**src/rtl/mem_clock_monitor.sv**
```systemverilog
// Memory-clock consumer: synchronises mclock_in, emits edge ticks, measures half-periods, tracks lock.
// Latency: ticks/half_period land SYNC_STAGES cycles after the sampling edge; no backpressure (free-running).
module mem_clock_monitor #(
  parameter int MCLOCK_SIZE = 8,
  parameter int SYNC_STAGES = 2,
  parameter int LOCK_COUNT  = 4,
  parameter int TOLERANCE   = 1
) (
  input  logic        physical_clock,
  input  logic        reset,
  input  logic [31:0] clock_eff,
  input  logic        mclock_in,
  output logic        rise_tick,
  output logic        fall_tick,
  output logic [31:0] half_period,
  output logic        locked,
  output logic        lost
);

  typedef enum logic [1:0] {
    ST_UNLOCKED = 2'd0,
    ST_LOCKING  = 2'd1,
    ST_LOCKED   = 2'd2,
    ST_LOST     = 2'd3
  } state_t;

  localparam int GW = $clog2(LOCK_COUNT + 1);
  localparam logic signed [33:0] TOL_S = 34'(TOLERANCE);

  logic [SYNC_STAGES-1:0] sync_q;
  logic                   s;
  logic                   prev_q;
  logic                   mclk_edge;
  logic [31:0]            cnt;
  logic [32:0]            exp_hp;
  logic signed [33:0]     diff;
  logic                   match;
  logic                   timeout;

  state_t                 state_q;
  state_t                 state_nxt;
  logic [GW-1:0]          good_q;
  logic [GW-1:0]          good_nxt;
  logic                   locked_nxt;
  logic                   lost_nxt;

  assign s         = sync_q[SYNC_STAGES-1];
  assign mclk_edge = s ^ prev_q;

  always_ff @(posedge physical_clock or posedge reset) begin
    if (reset) begin
      sync_q    <= '0;
      prev_q    <= 1'b0;
      rise_tick <= 1'b0;
      fall_tick <= 1'b0;
    end else begin
      sync_q    <= {sync_q[SYNC_STAGES-2:0], mclock_in};
      prev_q    <= s;
      rise_tick <= mclk_edge & s;
      fall_tick <= mclk_edge & ~s;
    end
  end

  // cnt holds the cycles elapsed since the last edge, so it equals the half-period on the edge cycle
  always_ff @(posedge physical_clock or posedge reset) begin
    if (reset) begin
      cnt         <= '0;
      half_period <= '0;
    end else if (mclk_edge) begin
      half_period <= cnt;
      cnt         <= 32'd1;
    end else if (cnt != 32'hFFFF_FFFF) begin
      cnt <= cnt + 32'd1;
    end
  end

  // 33/34-bit math keeps E, |cnt-E| and 2*E free of wrap for any clock_eff
  always_comb begin
    exp_hp  = ({1'b0, clock_eff} / 33'(2 * MCLOCK_SIZE)) + 33'd1;
    diff    = $signed({2'b00, cnt}) - $signed({1'b0, exp_hp});
    match   = (diff <= TOL_S) && (diff >= -TOL_S);
    timeout = !mclk_edge && ({2'b00, cnt} > {exp_hp, 1'b0});
  end

  always_ff @(posedge physical_clock or posedge reset) begin
    if (reset) begin
      state_q <= ST_UNLOCKED;
      good_q  <= '0;
      locked  <= 1'b0;
      lost    <= 1'b0;
    end else begin
      state_q <= state_nxt;
      good_q  <= good_nxt;
      locked  <= locked_nxt;
      lost    <= lost_nxt;
    end
  end

  always_comb begin
    state_nxt = state_q;
    good_nxt  = good_q;
    unique case (state_q)
      ST_UNLOCKED: begin
        if (mclk_edge) begin
          state_nxt = ST_LOCKING;
          good_nxt  = '0;
        end
      end
      ST_LOCKING: begin
        if (mclk_edge && match) begin
          if (good_q == GW'(LOCK_COUNT - 1)) begin
            state_nxt = ST_LOCKED;
            good_nxt  = '0;
          end else begin
            good_nxt = good_q + GW'(1);
          end
        end else if (mclk_edge || timeout) begin
          good_nxt = '0;
        end
      end
      ST_LOCKED: begin
        if ((mclk_edge && !match) || timeout) begin
          state_nxt = ST_LOST;
        end
      end
      ST_LOST: begin
        // the interval ending at this edge started while lost, so it is not judged
        if (mclk_edge) begin
          state_nxt = ST_LOCKING;
          good_nxt  = '0;
        end
      end
      default: begin
        state_nxt = ST_UNLOCKED;
        good_nxt  = '0;
      end
    endcase
  end

  always_comb begin
    locked_nxt = (state_nxt == ST_LOCKED);
    lost_nxt   = lost;
    if (state_nxt == ST_LOST && state_q != ST_LOST) begin
      lost_nxt = 1'b1;
    end else if (state_nxt == ST_LOCKED && state_q != ST_LOCKED) begin
      lost_nxt = 1'b0;
    end
  end

endmodule
```
**config.mk**
```make
export PLATFORM = sky130hd
export DESIGN_NAME = mem_clock_monitor
export DESIGN_NICKNAME = d
export VERILOG_FILES = /design/src/rtl/mem_clock_monitor.sv
export SDC_FILE = /design/constraint.sdc
export NUM_CORES = 1
export LEC_CHECK = 0
export CAP_MARGIN = 20
export CORE_MARGIN = 2
export CORE_UTILIZATION = 35
export CTS_CLUSTER_SIZE = 28
export DETAILED_ROUTE_END_ITERATION = 16
export GPL_TIMING_DRIVEN = 0
export HOLD_SLACK_MARGIN = 0.12
export PLACE_DENSITY = 0.51
export SLEW_MARGIN = 20
export SYNTH_ARGS = -nofsm -noshare
export SYNTH_HDL_FRONTEND = slang
export SYNTH_SLANG_ARGS = --single-unit
```
**constraint.sdc**
```tcl
create_clock -name physical_clock -period 17.19 [get_ports physical_clock]
set_input_delay 2.5785 -clock physical_clock [delete_from_list [all_inputs] [get_ports physical_clock]]
set_output_delay 2.5785 -clock physical_clock [all_outputs]
set_load 0.02 [all_outputs]
```
Word level (Yosys, flattened, before mapping)
Cells that the tools add are included.

Register bits after elaboration: 76.

$add $sub $neg: 4. $lt $le $gt $ge: 3. Eq/ne operators: 11. Multiplexer cells: 14. Bitwise operators: 4. Reductions and logical operators: 16.

Operator list (count): 32-bit two-way mux (2); 33-bit by 1-bit >= comparator with 1-bit output (second input constant) (1); 33-bit by 2-bit less-or-equal comparator with 1-bit output (second input constant) (1); 32-bit by 29-bit subtractor with 33-bit output (1); 32-bit by 1-bit adder with 32-bit output (second input constant) (1); 32-bit by 30-bit greater-than comparator with 1-bit output (1); 32-bit inequality test (second input constant) (1); 28-bit by 1-bit adder with 29-bit output (second input constant) (1); 3-bit two-way mux (4); 2-bit equality test (second input constant) (4); 2-bit two-way mux (4); 1-bit logical AND (6); 2-bit one-hot mux with 3 select lines (1); 3-bit one-hot mux with 2 select lines (1); 2-bit nonzero test (3); 2-bit inequality test (second input constant) (2); 3-bit by 1-bit adder with 3-bit output (second input constant) (1); 3-bit by 2-bit equality test with 1-bit output (second input constant) (1); 3-bit inequality test (second input constant) (1); 3-bit AND reduction (1); 1-bit AND (2); 2-bit by 1-bit equality test with 1-bit output (second input constant) (1); 1-bit zero test (2); 2-bit zero test (1); 6 further kinds (8).

Longest topological paths before layout
Gate-level depths: netlist of run 1.

Depth in word-level cells: 13. Gate-level depth with buffers: 26. Depth with buffers taken out: 26.

Worst setup path after synthesis of run 1
OpenSTA, ideal clock, no wires.

Path type: input to register. Start: in clock_eff[4]. End: reg lost. Library setup time: 0.101 ns. Arrival time: 7.711 ns. Required time: 17.089 ns. Path slack: 9.378 ns. Cell stages on the path: 24. Cell sequence: ha_1 buf_2 xnor2_1 ha_1 a21o_1 maj3_1 o21ai_0 a22oi_1 a31o_2 or3_4 a21oi_1 o31ai_1 xnor2_1 or4_1 or4_1 nor4_1 nand4_1 a21oi_1 ha_1 inv_1 a311o_1 nand3_2 o221a_4 o311ai_2.

Longest elaborated chain between the ends: 12. Elaborated cells on any way between the ends: 20.

Ends and longest elaborated chain: start: declaration (RTL line 11) `input logic [31:0] clock_eff,`; 28-bit by 1-bit adder with 29-bit output (*) (RTL line 79) `exp_hp = ({1'b0, clock_eff} / 33'(2 * MCLOCK_SIZE)) + 33'd1;`; 32-bit by 29-bit subtractor with 33-bit output (RTL line 80) `diff = $signed({2'b00, cnt}) - $signed({1'b0, exp_hp});`; 33-bit by 2-bit less-or-equal comparator with 1-bit output or 33-bit by 1-bit >= comparator with 1-bit output (tied branches) (RTL line 81) `match = (diff <= TOL_S) && (diff >= -TOL_S);`; 1-bit logical AND (RTL line 81); 1-bit zero test (RTL line 122) `if ((mclk_edge && !match) || timeout) begin`; 1-bit logical AND (RTL line 122); 1-bit logical OR (RTL line 122); 2-bit two-way mux (RTL line 122); 2-bit one-hot mux with 3 select lines (*) (RTL line 102) `unique case (state_q)`; 2-bit equality test, on equally long branches (RTL line 143, 145); 1-bit logical AND, on equally long branches (RTL line 143, 145); 1-bit two-way mux or 2-bit nonzero test (tied branches); end signal: assignment (RTL line 95) `lost <= lost_nxt;`; end: declaration (RTL line 17) `output logic lost`.

Mark *: on every way between the ends. The rest lies on a longest branch, timed or not. A chain may end at the register's enable or synchronous reset.

Final worst setup path of run 1
Ends and elaborated chain as after synthesis.

==> reports/metrics.yaml, run 1 <==
status:
  status: "finished clean"
sta:
  setup_viol: 0
  finalCritPeriodShare_pct: 53.7
  slew_headroom_pct: 28.8
  tns_ps: 0
  hold_viol: 0
  tightest_slew_ps: 1060
  max_freq_ghz: 0.108
  slew_viol_final: 0
  rsz0062_at_grt: "false"
  finClkSkew_ps: 13.0
  period_needed_ps: 9230
power:
  p_seq_share_pct: 34.6
  share_comb_of_total_power_pct: 26.9
  pwr-share-clk_pct: 38.5
  p_int_uw: 380
  pwr_density_cell_nw_per_um2: 63.5
  p_leak_nw: 3.53
  swShare_pct: 33.0
  p_switching_uw: 187
  vdd_ir_drop_max_mv: 0.0494
cts:
  tritoncts: "done"
  hold_buffers: 0
  numCtsBuffers: 9
  cts_setup_buffers: 0
  htree_levels: 3
  clock-sinks: 76
  cts.repair.resized: 0
  clk_pin_slew_ps: 70
  clock_path_buffers: 2
  cts_root_buf: "clkbuf_16"
  clk_latency_ps: 360
yosys:
  ys_top_cells_by_area: "dfrtp_1 25%, xnor2_1 9.0%, ha_1 3.9%"
  ys_top_cells_by_count: "78 x xnor2_1, 76 x dfrtp_1, 74 x nand2_1"
  synthArstFlopShare_pct: 100
  synth_edf_count: 0
  synth-seq-cells: 76
  ys.warnings.count: 0
  seq_area_frac_synth_pct: 25.0
  synthCells: 932
  avgSynthCellArea_sq_um: 8.18
  syn_area_sq_um: 7620
  netlist.top_cell.by_area: "dfrtp_1"
  synth_flop_cell: "dfrtp_1"
  yosysTopAreaCellShare_pct: 25.0
  synth_most_common_cell: "xnor2_1"
  syn-num-nets: 992
  yosys.cell_types.count: 92
finish:
  postLayoutCellArea_sq_um: 8940
  instances_no_fill: 1285
  utilization_pct: 42.1
  nets: 1065
  drive_above_1_share_pct: 7.82
  area_growth_pct: 17.3
  n_antenna_cell: 0
drt:
  dr.pass1.iters: 5
  finalWirelength_mm: 23.8
  routed-via-count: 7253
  drtIter0Drc: 530
  drtAntennaViolNets: 0
  wl_per_cell_um: 18.5
  drcViolationCount: 0
  routed_via_density: 5.64
place:
  dp_hpwl_mm: 18.7
  dp_cells: 1269
  place_area_sq_um: 8610
  finalWeightedCongestion: 0.896
  port_buffers: 60
global_routing:
  grt_overflow: 0
  groute.usage.overall_pct: 21.4
  grt_pass1_vias: 6714
  grt_max_degree: 49
  grt_pass1_wl_mm: 37.9
  antenna_found_initial: 0
worst_setup_path:
  cp-end-kind: "flop"
  critPathMaxStageDelay_ps: 670
  crit_required_ps: 17450
  criticalPathCategory: "in -> reg"
  cp-start-kind: "input pin"
  cp_max_fo: 10
  arrival_ps: 9490
  crit_chain: "clkdlybuf4s50_1, ha_1, buf_2, nand3_1, nor4_4, and3_4, xor3_1, nor3_1, and3_1, a21oi_1, o31ai_1, xnor2_1, or4_1, or4_1, nor4_1, nand4_1, a21oi_1, ha_1, inv_1, a311o_1, nand3_2, o221a_4, o311ai_2"
  slowest_stage: "clkdlybuf4s50_1"
job:
  cap_violations: 0
floorplanning:
  design.core.area_sq_um: 21200
  die_x_um: 152
  dieHeight_um: 152
  top_level_ports: 71
  die_area_sq_um: 23000
  rows: 53
  start_util_pct: 35.9
min_path:
  hold_class: "reg -> reg"
-- cells in the final DEF (no fill, tap or decap), drive strengths merged, types with 24 or more instances in the layout --
cell type	Yosys	final
xor2	28	28
nand3	51	51
nor2	57	57
xnor2	79	79
nor4	24	24
ha	24	24
nand4	30	30
nor3	30	30
clkdlybuf4s50	0	60
inv	41	44
clkbuf	36	45
dfrtp	76	76
nand2	74	74
o21ai	52	52
a21oi	32	32
and2	38	38
-- flip-flops by register name, summed over array words and instances (netlist names), 2 cells and up --
name	cells
cnt	32
half_period	32
good_q	3
state_q	2
sync_q	2
-- kinds of logic (layout without fill, tap and decap cells) --
logic type               after synthesis  after routing  share of synthesized area (%)
flip-flops                            76             76                           25.0
AO/OA/AOI/OAI                        216            216                           20.1
adder cells (fa/ha/maj)               40             40                           6.22
XOR/XNOR                             110            110                           13.3
AND/OR/NAND/NOR                      380            380                           27.6
multiplexers                          23             23                           3.37
buffers and inverters                 87            165                           4.48
-- stage by stage --
| stage | hold WS (ps) | setup slack (ps) | power (mW) |
|---|---|---|---|
| final | 350 | 7960 | 0.567 |
| after global routing | 366 | 7440 | 0.599 |
| after CTS | 353 | 8000 | 0.575 |
| after detailed placement | 340 | 7630 | 0.352 |
| after global placement | 336 | 7650 | 0.351 |
| after floorplan | 331 | 9380 | 0.305 |
-- power by group through the flow --
stage	clock network (mW)	registers [mW]	logic, mW
after floorplan	0	0.203	0.103
after global placement	0	0.200	0.151
after detailed placement	0	0.200	0.153
after CTS	0.225	0.196	0.153
after global routing	0.232	0.198	0.169
final	0.218	0.196	0.153
-- cell type report --
class                           instances  area, sq um
Buffer                                 46          188
Timing Repair Buffer                   62          638
Clock inverter                          7          106
Tap cell                              275          344
Multi-Input combinational cell        769         5380
Inverter                               41          156
Sequential cell                        76         1900
Fill cell                            2226        12300
Clock buffer                            9          225
-- metal layers --
| layer | routed length, um | global-route usage (%) | up-vias |
|---|---|---|---|
| li1 | - | - | 3602 |
| met1 | 11800 | 31.0 | 3426 |
| met2 | 10500 | 32.8 | 193 |
| met3 | 977 | 3.29 | 32 |
| met4 | 525 | 6.11 | 0 |
| met5 | 0 | 0 | - |
-- final timing paths --
path	start	to	depth (start not counted)	slack, ps
min	sync_q[0]	sync_q[1]	0	350
min in group asynchronous	reset	lost	2	2570
max reg2reg	cnt[0]	lost	24	10860
max in group asynchronous	reset	cnt[16]	3	14030
min reg2reg	sync_q[0]	sync_q[1]	0	350
max	clock_eff[4]	lost	23	7960
-- worst max-delay path: cells and delay by family --
kind | cells | cell delay, ps
simple gates | 10 | 3720
compound gates | 6 | 1270
buf+inv | 3 | 940
xor+xnor | 2 | 500
fa+ha+maj | 2 | 450
No activity file was read; power rests on OpenSTA's default activity.
==> run 2: changes to the inputs <==
--- a/config.mk
+++ b/config.mk
@@ -12,7 +12,7 @@
 export DETAILED_ROUTE_END_ITERATION = 16
 export GPL_TIMING_DRIVEN = 0
 export HOLD_SLACK_MARGIN = 0.12
-export PLACE_DENSITY = 0.51
+export PLACE_DENSITY = 0.53
 export SLEW_MARGIN = 20
 export SYNTH_ARGS = -nofsm -noshare
 export SYNTH_HDL_FRONTEND = slang
==> constraint.sdc (replaced) <==
create_clock -name physical_clock -period 7.6 [get_ports physical_clock]
set_input_delay 1.14 -clock physical_clock [delete_from_list [all_inputs] [get_ports physical_clock]]
set_output_delay 1.14 -clock physical_clock [all_outputs]
set_load 0.02 [all_outputs]
==> run 2 against run 1 <==
Design area rose by 0.20%. Setup slack got worse by 7600 ps. Register-to-register slack lost 9600 ps. Critical endpoint unchanged. Hold slack improved by 0.75 ps.
==> reports/metrics.yaml, run 2 (synthesis gave the netlist of run 1 again) <==
power:
  total_power_mw: 1.28
  vdd_ir_drop_max_mv: 0.0892
  pwr_density_cell_nw_per_um2: 143
  p_leak_nw: 3.55
global_routing:
  use_met3_pct: 2.31
  met2_usage_pct: 33.7
  antenna_found_initial: 0
  top_usage_layer: "met2"
  grt_overflow: 0
  grtUsageMet1_pct: 30.4
  grt_pass1_wl_mm: 37.4
  grt_max_degree: 50
  groute.usage.overall_pct: 21.0
  grt_pass1_vias: 6788
cts:
  clk_latency_ps: 360
  cts_root_buf: "clkbuf_16"
  htree_levels: 3
  numCtsBuffers: 9
  clock_path_buffers: 2
  clock-sinks: 76
  clk_pin_slew_ps: 70
  tritoncts: "done"
  hold_buffers: 0
floorplanning:
  die_x_um: 152
  rows: 53
  top_level_ports: 71
  die_area_sq_um: 23000
  dieHeight_um: 152
  start_util_pct: 35.9
  design.core.area_sq_um: 21200
place:
  dp_hpwl_mm: 18.4
  port_buffers: 60
  dp_cells: 1268
  finalWeightedCongestion: 0.913
sta:
  finalCritPeriodShare_pct: 94.9
  period_needed_ps: 7210
  whs_ps: 351
  slew_viol_final: 0
  tightest_slew_ps: 1090
  setup_viol: 0
  hold_viol: 0
  rsz0062_at_grt: "false"
  finClkSkew_ps: 12.5
  slew_headroom_pct: 26.5
  max_freq_ghz: 0.139
finish:
  nets: 1066
  layout_commonest_cell: "xnor2_1"
  instances_no_fill: 1286
  reg_top3: "cnt: 32 flops, half_period: 32 flops, good_q: 3 flops"
  area_growth_pct: 17.5
  drive_above_1_share_pct: 8.31
  mostFrequentLayoutCells: "78 x xnor2_1, 76 x dfrtp_1, 74 x nand2_1"
  n_antenna_cell: 0
job:
  cap_violations: 0
worst_setup_path:
  criticalPathCategory: "in -> reg"
  cp_max_fo: 10
  arrival_ps: 7470
  cp-start-kind: "input pin"
  cp-end-kind: "flop"
  crit_required_ps: 7860
drt:
  routed_via_density: 5.67
  drtAntennaViolNets: 0
  finalWirelength_mm: 23.5
  drcViolationCount: 0
  drtIter0Drc: 524
  dr.pass1.iters: 5
  routed-via-count: 7289
  wl_per_cell_um: 18.2
min_path:
  hold_class: "reg -> reg"
status:
  status: "finished clean"
==> run 2: path summary, 6_finish.rpt <==
path                              startpoint   endpoint  slack [ps]  depth (start not counted)
worst max-delay path            clock_eff[9]       lost         390                         23
worst min-delay path               sync_q[0]  sync_q[1]         350                          0
worst max register to register        cnt[0]       lost        1290                         24
worst min register to register     sync_q[0]  sync_q[1]         350                          0
max in group asynchronous              reset    cnt[17]        5760                          3
min in group asynchronous              reset  sync_q[1]        1230                          2
==> run 2: cell type report <==
type,count,area [sq um]
buffer,45,184
timing repair buffer,64,648
fill,2180,12300
tap,275,344
multi-input combinational,769,5390
sequential,76,1900
clock buffer,9,225
clock inverter,7,105
inverter,41,156
==> run 2: what timing repair did <==
action	CTS	global route
endpoints found under the setup margin	4	7
buffers inserted	3	0
pin swaps	1	1
gates resized for setup	0	6
==> run 2: report_power, final <==
part / leakage [nW] / switching, mW / total, mW / internal, mW
Combinational: 2.35 / 0.199 / 0.342 / 0.142
Sequential: 1.04 / 0.0214 / 0.444 / 0.423
Clock: 0.159 / 0.203 / 0.496 / 0.293
Total: 3.55 / 0.424 / 1.28 / 0.859
==> run 2: critical path, stage by stage <==
cell,delay (ps)
clkdlybuf4s50_1,630
nand4_4,260
buf_4,250
or4_1,630
nor2_2,230
nand3_1,120
xor2_1,180
ha_1,440
nand3_1,190
nand2b_1,190
o31ai_1,310
xnor2_1,190
or4_1,540
or4_1,520
nor4_1,250
nand4_1,140
a21oi_1,160
ha_1,250
inv_1,60
a311o_1,120
nand3_2,160
o221a_4,290
o311ai_2,200
==> run 2: stage by stage <==
| step | area [sq um] | util (%) | setup slack [ps] | TNS [ps] |
|---|---|---|---|---|
| 5_1_grt | 8960 | 42.2 | 7.78 | 0 |
| 4_1_cts | 8940 | 42.1 | 81.9 | 0 |
| 2_1_floorplan | 7620 | - | 1230 | 0 |
| 3_5_place_dp | 8590 | 40.5 | -477 | -2700 |
| 3_3_place_gp | 8570 | 40.4 | -474 | -2630 |
| 6_report | 8960 | 42.2 | 385 | 0 |
==> run 2: routing by layer <==
metal / share of wire [%] / routed length (um) / vias to the layer above
met5: 0 / 0 / -
met4: 1.6 / 384 / 0
met3: 3.9 / 906 / 20
met2: 46 / 10700 / 166
met1: 49 / 11400 / 3501
li1: - / - / 3602
